File: src/rtl/axi_tg_pkg.sv
// Shared types and constants for the AXI traffic generator.
package axi_tg_pkg;

  typedef enum logic [2:0] {
    StIdle,
    StAw,
    StW,
    StB,
    StAr,
    StR,
    StDone
  } tg_state_e;

  localparam logic [1:0] BURST_INCR = 2'b01;
  localparam logic [2:0] SIZE_1B    = 3'b000;
  localparam logic [1:0] RESP_OKAY  = 2'b00;

  // Byte k of a run carries seed+k, wrapping modulo 256.
  function automatic logic [7:0] tg_pattern(input logic [7:0] seed, input logic [7:0] k);
    return seed + k;
  endfunction

endpackage

File: src/rtl/axi_if.sv
// Minimal AXI4 bundle (16-bit address, 4-bit ID) between traffic generator and mesh.
interface axi_if #(
  parameter int unsigned DATA_WIDTH = 8
);
  logic [3:0]              awid;
  logic [15:0]             awaddr;
  logic [7:0]              awlen;
  logic [2:0]              awsize;
  logic [1:0]              awburst;
  logic                    awvalid;
  logic                    awready;
  logic [DATA_WIDTH-1:0]   wdata;
  logic [DATA_WIDTH/8-1:0] wstrb;
  logic                    wlast;
  logic                    wvalid;
  logic                    wready;
  logic [3:0]              bid;
  logic [1:0]              bresp;
  logic                    bvalid;
  logic                    bready;
  logic [3:0]              arid;
  logic [15:0]             araddr;
  logic [7:0]              arlen;
  logic [2:0]              arsize;
  logic [1:0]              arburst;
  logic                    arvalid;
  logic                    arready;
  logic [3:0]              rid;
  logic [DATA_WIDTH-1:0]   rdata;
  logic [1:0]              rresp;
  logic                    rlast;
  logic                    rvalid;
  logic                    rready;

  modport master (
    output awid, awaddr, awlen, awsize, awburst, awvalid,
    input  awready,
    output wdata, wstrb, wlast, wvalid,
    input  wready,
    input  bid, bresp, bvalid,
    output bready,
    output arid, araddr, arlen, arsize, arburst, arvalid,
    input  arready,
    input  rid, rdata, rresp, rlast, rvalid,
    output rready
  );
endinterface

File: src/rtl/axi_traffic_gen.sv
// Write-then-readback AXI4 burst generator with mismatch and latency counters.
module axi_traffic_gen
  import axi_tg_pkg::*;
#(
  parameter logic [3:0]  ID         = 4'h0,
  parameter int unsigned DATA_WIDTH = 8
) (
  input  logic        ACLK,
  input  logic        ARESETn,
  input  logic        start,
  input  logic [15:0] base_addr,
  input  logic [7:0]  len,
  input  logic [7:0]  seed,
  output logic        busy,
  output logic        done,
  output logic [7:0]  err_cnt,
  output logic [15:0] lat_cnt,
  axi_if.master       m_axi
);

  tg_state_e             state_q, state_d;
  logic [15:0]           base_q, base_d;
  logic [7:0]            len_q, len_d;
  logic [7:0]            seed_q, seed_d;
  logic [7:0]            k_q, k_d;
  logic [7:0]            err_q, err_d;
  logic [15:0]           lat_q, lat_d;
  logic [1:0]            err_inc;
  logic [8:0]            err_sum;
  logic [DATA_WIDTH-1:0] pat;
  logic                  last_beat;
  logic                  aw_act, w_act, ar_act;

  assign pat       = tg_pattern(seed_q, k_q);
  assign last_beat = (k_q == len_q);
  assign aw_act    = (state_q == StAw);
  assign w_act     = (state_q == StW);
  assign ar_act    = (state_q == StAr);

  // Payloads are gated by their channel state so they read zero outside a request.
  assign m_axi.awvalid = aw_act;
  assign m_axi.awid    = aw_act ? ID : 4'h0;
  assign m_axi.awaddr  = aw_act ? base_q : 16'h0;
  assign m_axi.awlen   = aw_act ? len_q : 8'h0;
  assign m_axi.awsize  = SIZE_1B;
  assign m_axi.awburst = aw_act ? BURST_INCR : 2'b00;

  assign m_axi.wvalid  = w_act;
  assign m_axi.wdata   = w_act ? pat : '0;
  assign m_axi.wstrb   = w_act;
  assign m_axi.wlast   = w_act && last_beat;

  assign m_axi.bready  = (state_q == StB);

  assign m_axi.arvalid = ar_act;
  assign m_axi.arid    = ar_act ? ID : 4'h0;
  assign m_axi.araddr  = ar_act ? base_q : 16'h0;
  assign m_axi.arlen   = ar_act ? len_q : 8'h0;
  assign m_axi.arsize  = SIZE_1B;
  assign m_axi.arburst = ar_act ? BURST_INCR : 2'b00;

  assign m_axi.rready  = (state_q == StR);

  assign busy    = (state_q != StIdle);
  assign done    = (state_q == StDone);
  assign err_cnt = err_q;
  assign lat_cnt = lat_q;

  always_comb begin
    state_d = state_q;
    base_d  = base_q;
    len_d   = len_q;
    seed_d  = seed_q;
    k_d     = k_q;
    err_d   = err_q;
    lat_d   = lat_q;
    err_inc = 2'd0;
    unique case (state_q)
      StIdle: begin
        if (start) begin
          base_d  = base_addr;
          len_d   = len;
          seed_d  = seed;
          k_d     = 8'd0;
          err_d   = 8'd0;
          lat_d   = 16'd0;
          state_d = StAw;
        end
      end
      StAw: if (m_axi.awready) state_d = StW;
      StW: begin
        if (m_axi.wready) begin
          if (last_beat) begin
            k_d     = 8'd0;
            state_d = StB;
          end else begin
            k_d = k_q + 8'd1;
          end
        end
      end
      StB: begin
        if (m_axi.bvalid) begin
          err_inc = {1'b0, (m_axi.bid != ID) || (m_axi.bresp != RESP_OKAY)};
          state_d = StAr;
        end
      end
      StAr: if (m_axi.arready) state_d = StR;
      StR: begin
        if (m_axi.rvalid) begin
          err_inc = 2'(m_axi.rdata != pat) + 2'(m_axi.rid != ID) + 2'(m_axi.rlast != last_beat);
          // The local beat count, not RLAST, decides when the burst is over.
          if (last_beat) begin
            k_d     = 8'd0;
            state_d = StDone;
          end else begin
            k_d = k_q + 8'd1;
          end
        end
      end
      StDone:  state_d = StIdle;
      default: state_d = StIdle;
    endcase

    if (state_q inside {StAw, StW, StB, StAr, StR}) begin
      lat_d = (lat_q == 16'hFFFF) ? lat_q : lat_q + 16'd1;
    end
    err_sum = {1'b0, err_q} + {7'd0, err_inc};
    if (err_inc != 2'd0) begin
      err_d = err_sum[8] ? 8'hFF : err_sum[7:0];
    end
  end

  always_ff @(posedge ACLK or negedge ARESETn) begin
    if (!ARESETn) begin
      state_q <= StIdle;
      base_q  <= 16'h0;
      len_q   <= 8'h0;
      seed_q  <= 8'h0;
      k_q     <= 8'h0;
      err_q   <= 8'h0;
      lat_q   <= 16'h0;
    end else begin
      state_q <= state_d;
      base_q  <= base_d;
      len_q   <= len_d;
      seed_q  <= seed_d;
      k_q     <= k_d;
      err_q   <= err_d;
      lat_q   <= lat_d;
    end
  end

endmodule

File: src/flat_wrapper.sv
// flat-port wrapper written by rule: the top's interface ports become plain ports
module axi_traffic_gen_flat import axi_tg_pkg::*;
#(
  parameter logic [3:0]  ID         = 4'h0,
  parameter int unsigned DATA_WIDTH = 8
)
  (ACLK, ARESETn, start, base_addr, len, seed, busy, done, err_cnt, lat_cnt, m_axi_awid, m_axi_awaddr, m_axi_awlen, m_axi_awsize, m_axi_awburst, m_axi_awvalid, m_axi_awready, m_axi_wdata, m_axi_wstrb, m_axi_wlast, m_axi_wvalid, m_axi_wready, m_axi_bid, m_axi_bresp, m_axi_bvalid, m_axi_bready, m_axi_arid, m_axi_araddr, m_axi_arlen, m_axi_arsize, m_axi_arburst, m_axi_arvalid, m_axi_arready, m_axi_rid, m_axi_rdata, m_axi_rresp, m_axi_rlast, m_axi_rvalid, m_axi_rready);
  axi_if #(.DATA_WIDTH(DATA_WIDTH)) m_axi_i ();
  input  logic ACLK;
  input  logic ARESETn;
  input  logic start;
  input  logic [15:0] base_addr;
  input  logic [7:0] len;
  input  logic [7:0] seed;
  output logic busy;
  output logic done;
  output logic [7:0] err_cnt;
  output logic [15:0] lat_cnt;
  output wire logic [$bits(m_axi_i.awid)-1:0] m_axi_awid;
  output wire logic [$bits(m_axi_i.awaddr)-1:0] m_axi_awaddr;
  output wire logic [$bits(m_axi_i.awlen)-1:0] m_axi_awlen;
  output wire logic [$bits(m_axi_i.awsize)-1:0] m_axi_awsize;
  output wire logic [$bits(m_axi_i.awburst)-1:0] m_axi_awburst;
  output wire logic [$bits(m_axi_i.awvalid)-1:0] m_axi_awvalid;
  input wire logic [$bits(m_axi_i.awready)-1:0] m_axi_awready;
  output wire logic [$bits(m_axi_i.wdata)-1:0] m_axi_wdata;
  output wire logic [$bits(m_axi_i.wstrb)-1:0] m_axi_wstrb;
  output wire logic [$bits(m_axi_i.wlast)-1:0] m_axi_wlast;
  output wire logic [$bits(m_axi_i.wvalid)-1:0] m_axi_wvalid;
  input wire logic [$bits(m_axi_i.wready)-1:0] m_axi_wready;
  input wire logic [$bits(m_axi_i.bid)-1:0] m_axi_bid;
  input wire logic [$bits(m_axi_i.bresp)-1:0] m_axi_bresp;
  input wire logic [$bits(m_axi_i.bvalid)-1:0] m_axi_bvalid;
  output wire logic [$bits(m_axi_i.bready)-1:0] m_axi_bready;
  output wire logic [$bits(m_axi_i.arid)-1:0] m_axi_arid;
  output wire logic [$bits(m_axi_i.araddr)-1:0] m_axi_araddr;
  output wire logic [$bits(m_axi_i.arlen)-1:0] m_axi_arlen;
  output wire logic [$bits(m_axi_i.arsize)-1:0] m_axi_arsize;
  output wire logic [$bits(m_axi_i.arburst)-1:0] m_axi_arburst;
  output wire logic [$bits(m_axi_i.arvalid)-1:0] m_axi_arvalid;
  input wire logic [$bits(m_axi_i.arready)-1:0] m_axi_arready;
  input wire logic [$bits(m_axi_i.rid)-1:0] m_axi_rid;
  input wire logic [$bits(m_axi_i.rdata)-1:0] m_axi_rdata;
  input wire logic [$bits(m_axi_i.rresp)-1:0] m_axi_rresp;
  input wire logic [$bits(m_axi_i.rlast)-1:0] m_axi_rlast;
  input wire logic [$bits(m_axi_i.rvalid)-1:0] m_axi_rvalid;
  output wire logic [$bits(m_axi_i.rready)-1:0] m_axi_rready;
  assign m_axi_awid = m_axi_i.awid;
  assign m_axi_awaddr = m_axi_i.awaddr;
  assign m_axi_awlen = m_axi_i.awlen;
  assign m_axi_awsize = m_axi_i.awsize;
  assign m_axi_awburst = m_axi_i.awburst;
  assign m_axi_awvalid = m_axi_i.awvalid;
  assign m_axi_i.awready = m_axi_awready;
  assign m_axi_wdata = m_axi_i.wdata;
  assign m_axi_wstrb = m_axi_i.wstrb;
  assign m_axi_wlast = m_axi_i.wlast;
  assign m_axi_wvalid = m_axi_i.wvalid;
  assign m_axi_i.wready = m_axi_wready;
  assign m_axi_i.bid = m_axi_bid;
  assign m_axi_i.bresp = m_axi_bresp;
  assign m_axi_i.bvalid = m_axi_bvalid;
  assign m_axi_bready = m_axi_i.bready;
  assign m_axi_arid = m_axi_i.arid;
  assign m_axi_araddr = m_axi_i.araddr;
  assign m_axi_arlen = m_axi_i.arlen;
  assign m_axi_arsize = m_axi_i.arsize;
  assign m_axi_arburst = m_axi_i.arburst;
  assign m_axi_arvalid = m_axi_i.arvalid;
  assign m_axi_i.arready = m_axi_arready;
  assign m_axi_i.rid = m_axi_rid;
  assign m_axi_i.rdata = m_axi_rdata;
  assign m_axi_i.rresp = m_axi_rresp;
  assign m_axi_i.rlast = m_axi_rlast;
  assign m_axi_i.rvalid = m_axi_rvalid;
  assign m_axi_rready = m_axi_i.rready;
  axi_traffic_gen #(.ID(ID), .DATA_WIDTH(DATA_WIDTH)) u_core (.ACLK(ACLK), .ARESETn(ARESETn), .start(start), .base_addr(base_addr), .len(len), .seed(seed), .busy(busy), .done(done), .err_cnt(err_cnt), .lat_cnt(lat_cnt), .m_axi(m_axi_i));
endmodule
File: config.mk
export PLATFORM = sky130hd
export DESIGN_NAME = axi_traffic_gen_flat
export DESIGN_NICKNAME = d
export VERILOG_FILES = /design/src/rtl/axi_tg_pkg.sv /design/src/rtl/axi_if.sv /design/src/rtl/axi_traffic_gen.sv /design/src/flat_wrapper.sv
export SDC_FILE = /design/constraint.sdc
export NUM_CORES = 1
export LEC_CHECK = 0
export CAP_MARGIN = 25
export CORE_MARGIN = 1
export CORE_UTILIZATION = 45
export DETAILED_ROUTE_END_ITERATION = 8
export GPL_TIMING_DRIVEN = 0
export PLACE_DENSITY = 0.83
export REMOVE_ABC_BUFFERS = 1
export SYNTH_ARGS = -nofsm -noshare
export SYNTH_HDL_FRONTEND = slang
export SYNTH_SLANG_ARGS = --single-unit
File: constraint.sdc
create_clock -name ACLK -period 6.1 [get_ports ACLK]
set_input_delay 1.22 -clock ACLK [delete_from_list [all_inputs] [get_ports ACLK]]
set_output_delay 1.22 -clock ACLK [all_outputs]
set_load 0.01 [all_outputs]
==> results.sh <==
export IMPL_status="completed"
export IMPL_p_leak_uw=0.00286
export IMPL_yosysTopAreaCellShare=0.367
export IMPL_cts_root_buffer="clkbuf_8"
export IMPL_wl_per_cell_um=14.5
export IMPL_worstPathRequired_ns=6.34
export IMPL_die_height_um=103
export IMPL_postCtsSetupRepairBufs=0
export IMPL_wl_um=11600
export IMPL_worstPathArrival_ns=5.47
export IMPL_grt_pass1_vias=4010
export IMPL_antenna_found_initial=0
export IMPL_max_freq_mhz=191
export IMPL_p_switching_uw=935
export IMPL_dieArea_um2=10600
export IMPL_grtUsageMet3=0.0454
export IMPL_cts_made_buffers=9
export IMPL_p_int_uw=1360
export IMPL_holdBufCountCts=0
export IMPL_path_class="primary input to flip-flop"
export IMPL_worst_slew_pin_slew_ns=0.918
export IMPL_comb_power_share=0.513
export IMPL_synth_edff_count=0
export IMPL_finalNonFillerCells=796
export IMPL_seqPwrFrac=0.324
export IMPL_synth_seq_cells=67
export IMPL_worst_r2r_cell_count=17
export IMPL_seq_area_frac_synth=0.367
export IMPL_synth_cells=522
export IMPL_synth_common_cells="121 x nand2_1, 67 x dfrtp_1, 52 x and2_1, 24 x nor2_1, 19 x buf_4"
export IMPL_rows=36
export IMPL_n_antenna_cell=0
export IMPL_start_util=0.465
export IMPL_chipWidth_um=103
export IMPL_cts_tree="built"
export IMPL_fill_cells=807
export IMPL_placed_cells=781
export IMPL_avgSynthCellArea_um2=8.75
export IMPL_grt_pass1_wl_um=18700
export IMPL_critPathMaxFanout=7
export IMPL_netlist_cell_type_count=70
export IMPL_fin_crit_ns=5.23
export IMPL_dr_first_iter_drc_count=134
export IMPL_area_growth_syn_to_layout_pct=37.0
export IMPL_grt_overflow_total=0
export IMPL_cts_buffer_depth=2
export IMPL_relSlewSlack=0.388
export IMPL_layout_drive_gt1_share=0.0679
export IMPL_whs_ns=0.481
export IMPL_report_final_slew_viol_count=0
export IMPL_hp_class="flip-flop to flip-flop"
export IMPL_synth_top_area_cell="dfrtp_1"
export IMPL_grt_total_usage=0.228
export IMPL_ys_warnings_count=0
export IMPL_fin_crit_sh=0.858
export IMPL_nets=734
export IMPL_worstSetupEndpointType="flip-flop"
export IMPL_use_met2=0.381
export IMPL_switching_share=0.407
export IMPL_post_route_drc_count=0
export IMPL_core_area_um2=9820
export IMPL_routabilityCongestion=0.837
export IMPL_cp_start_kind="primary input"
export IMPL_pwr_share_clk=0.163
export IMPL_vias_per_cell=5.16
export IMPL_async_flop_share=1.00
export IMPL_grt_setup_unrepaired="false"
export IMPL_vdd_drop_max_v=0.000164
export IMPL_cellPowerDensity_nw_per_um2=367
export IMPL_clk_latency_ns=0.35
export IMPL_io_buffers=149
export IMPL_ioPinCount=168
export IMPL_grt_max_degree=68
export IMPL_yosysMostFrequentCell="nand2_1"
export IMPL_setup_violations=0
export IMPL_fin_skew_ns=0.0112
export IMPL_busiest_layer="met2"
export IMPL_dr_total_vias=4108
export IMPL_synth_flop_cell="dfrtp_1"
export IMPL_yosys_top_cells_area="dfrtp_1 37%, nand2_1 9.9%, and2_1 7.1%, buf_4 3.1%, xnor2_1 3.1%"
export IMPL_clkSlewWorstSetupHoldPaths_ns=0.07
export IMPL_h_tree_depth=3
export IMPL_hold_depth=2
export IMPL_final_antenna_net_count=0
export IMPL_cts_resized=0
export IMPL_synth_area_um2=4570
export IMPL_fin_tns_setup_ns=0
export IMPL_hold_viol=0
export IMPL_cts_sinks=67
export IMPL_gr_usage_met1=0.285
export IMPL_dp_hpwl_um=8450
export IMPL_firstDrtPassIters=4
export IMPL_drv_cap=0
[routing by layer]
| metal | share of wire | up-vias |
|---|---|---|
| li1 | - | 1996 |
| met1 | 0.43 | 1943 |
| met2 | 0.48 | 144 |
| met3 | 0.062 | 25 |
| met4 | 0.024 | 0 |
| met5 | 0 | - |
[power by group through the flow]
stage	registers (uW)	logic (uW)	clock network, uW
after floorplan	715	699	0
after global placement	741	1120	0
after detailed placement	748	1180	0
after CTS	744	1190	385
after global routing	767	1300	405
final	744	1180	375
[flip-flops by register name (all words and copies together) (netlist names)]
name / count
u_core.k_q: 8
u_core.len_q: 8
u_core.lat_cnt: 16
u_core.err_cnt: 8
u_core.base_q: 16
u_core.seed_q: 8
u_core.state_q: 3
[worst max-delay path, cell delays in order]
cell and delay [ns]:
clkdlybuf4s50_1 0.53, xor2_1 0.19, a222oi_1 0.37, nand4_1 0.15, nor4b_1 0.32, and4_1 0.30
fa_1 0.45, o21bai_1 0.17, ha_1 0.19, inv_1 0.06, fa_1 0.40, and3b_1 0.32
and3_1 0.23, inv_1 0.06, and2_1 0.20, a311oi_1 0.32
[cells by family after synthesis]
| group | count (synthesis) | share of synthesized area |
|---|---|---|
| and+or+nand+nor | 273 | 0.317 |
| AOI/OAI and AO/OA | 67 | 0.101 |
| DFF | 67 | 0.367 |
| buffers and inverters | 55 | 0.0731 |
| xor gates and xnor gates | 34 | 0.0729 |
| adders and majority gates | 14 | 0.0433 |
| muxes | 11 | 0.0252 |
| other | 1 | 0.000821 |
[placed cells by master, fill, tap and decap left out, types with 3 or more instances in the layout]
master	synthesis	final
clkbuf_8	0	11
nor4_1	4	4
a211oi_1	9	9
xor2_1	15	15
clkinv_2	2	3
and2_1	52	51
nand3_1	16	16
o21bai_1	3	3
dfrtp_1	67	67
xnor2_1	16	16
ha_1	11	11
nand2_1	121	121
clkdlybuf4s50_1	0	148
conb_1	1	16
and4_1	3	3
mux2i_1	7	7
o21ai_0	11	11
a31oi_1	4	4
nand4_1	7	7
nor3_1	4	4
nor2_1	24	24
fa_1	3	3
a21o_1	6	6
nor4b_1	3	3
inv_1	12	12
a21oi_1	17	17
and3_1	11	11
[path summary, 6_finish.rpt]
kind                                           to               from  slack (ns)
worst max-delay path            u_core.err_cnt[4]     m_axi_rdata[5]        0.87
worst min-delay path            u_core.base_q[13]  u_core.base_q[13]        0.48
worst max register to register  u_core.err_cnt[4]      u_core.k_q[0]        1.12
worst min register to register  u_core.base_q[13]  u_core.base_q[13]        0.48
max in group asynchronous       u_core.base_q[15]            ARESETn        4.55
min in group asynchronous       u_core.err_cnt[3]            ARESETn        0.97
[per-stage QoR]
stage / power (uW) / instance area [um^2] / worst slack [ns] / utilization
finish: 2300 / 6260 / 0.867 / 0.637
CTS: 2320 / 6260 / 0.930 / 0.637
floorplan: 1410 / 4350 / 1.68 / -
detailed placement: 1930 / 6060 / 0.597 / 0.618
global route: 2480 / 6260 / 0.686 / 0.637
global placement: 1860 / 6000 / 0.682 / 0.611
[layout make-up]
cell class                 instances  area (um^2)  area share
inverter                          14         55.1     0.00880
tap                              133          166      0.0266
multi-input combinational        415         2620       0.418
timing repair buffer             152         1550       0.248
clock buffer                      13          159      0.0254
sequential                        67         1680       0.268
clock inverter                     2         35.0     0.00560
Note: power is estimated with default switching activity, not from simulation.
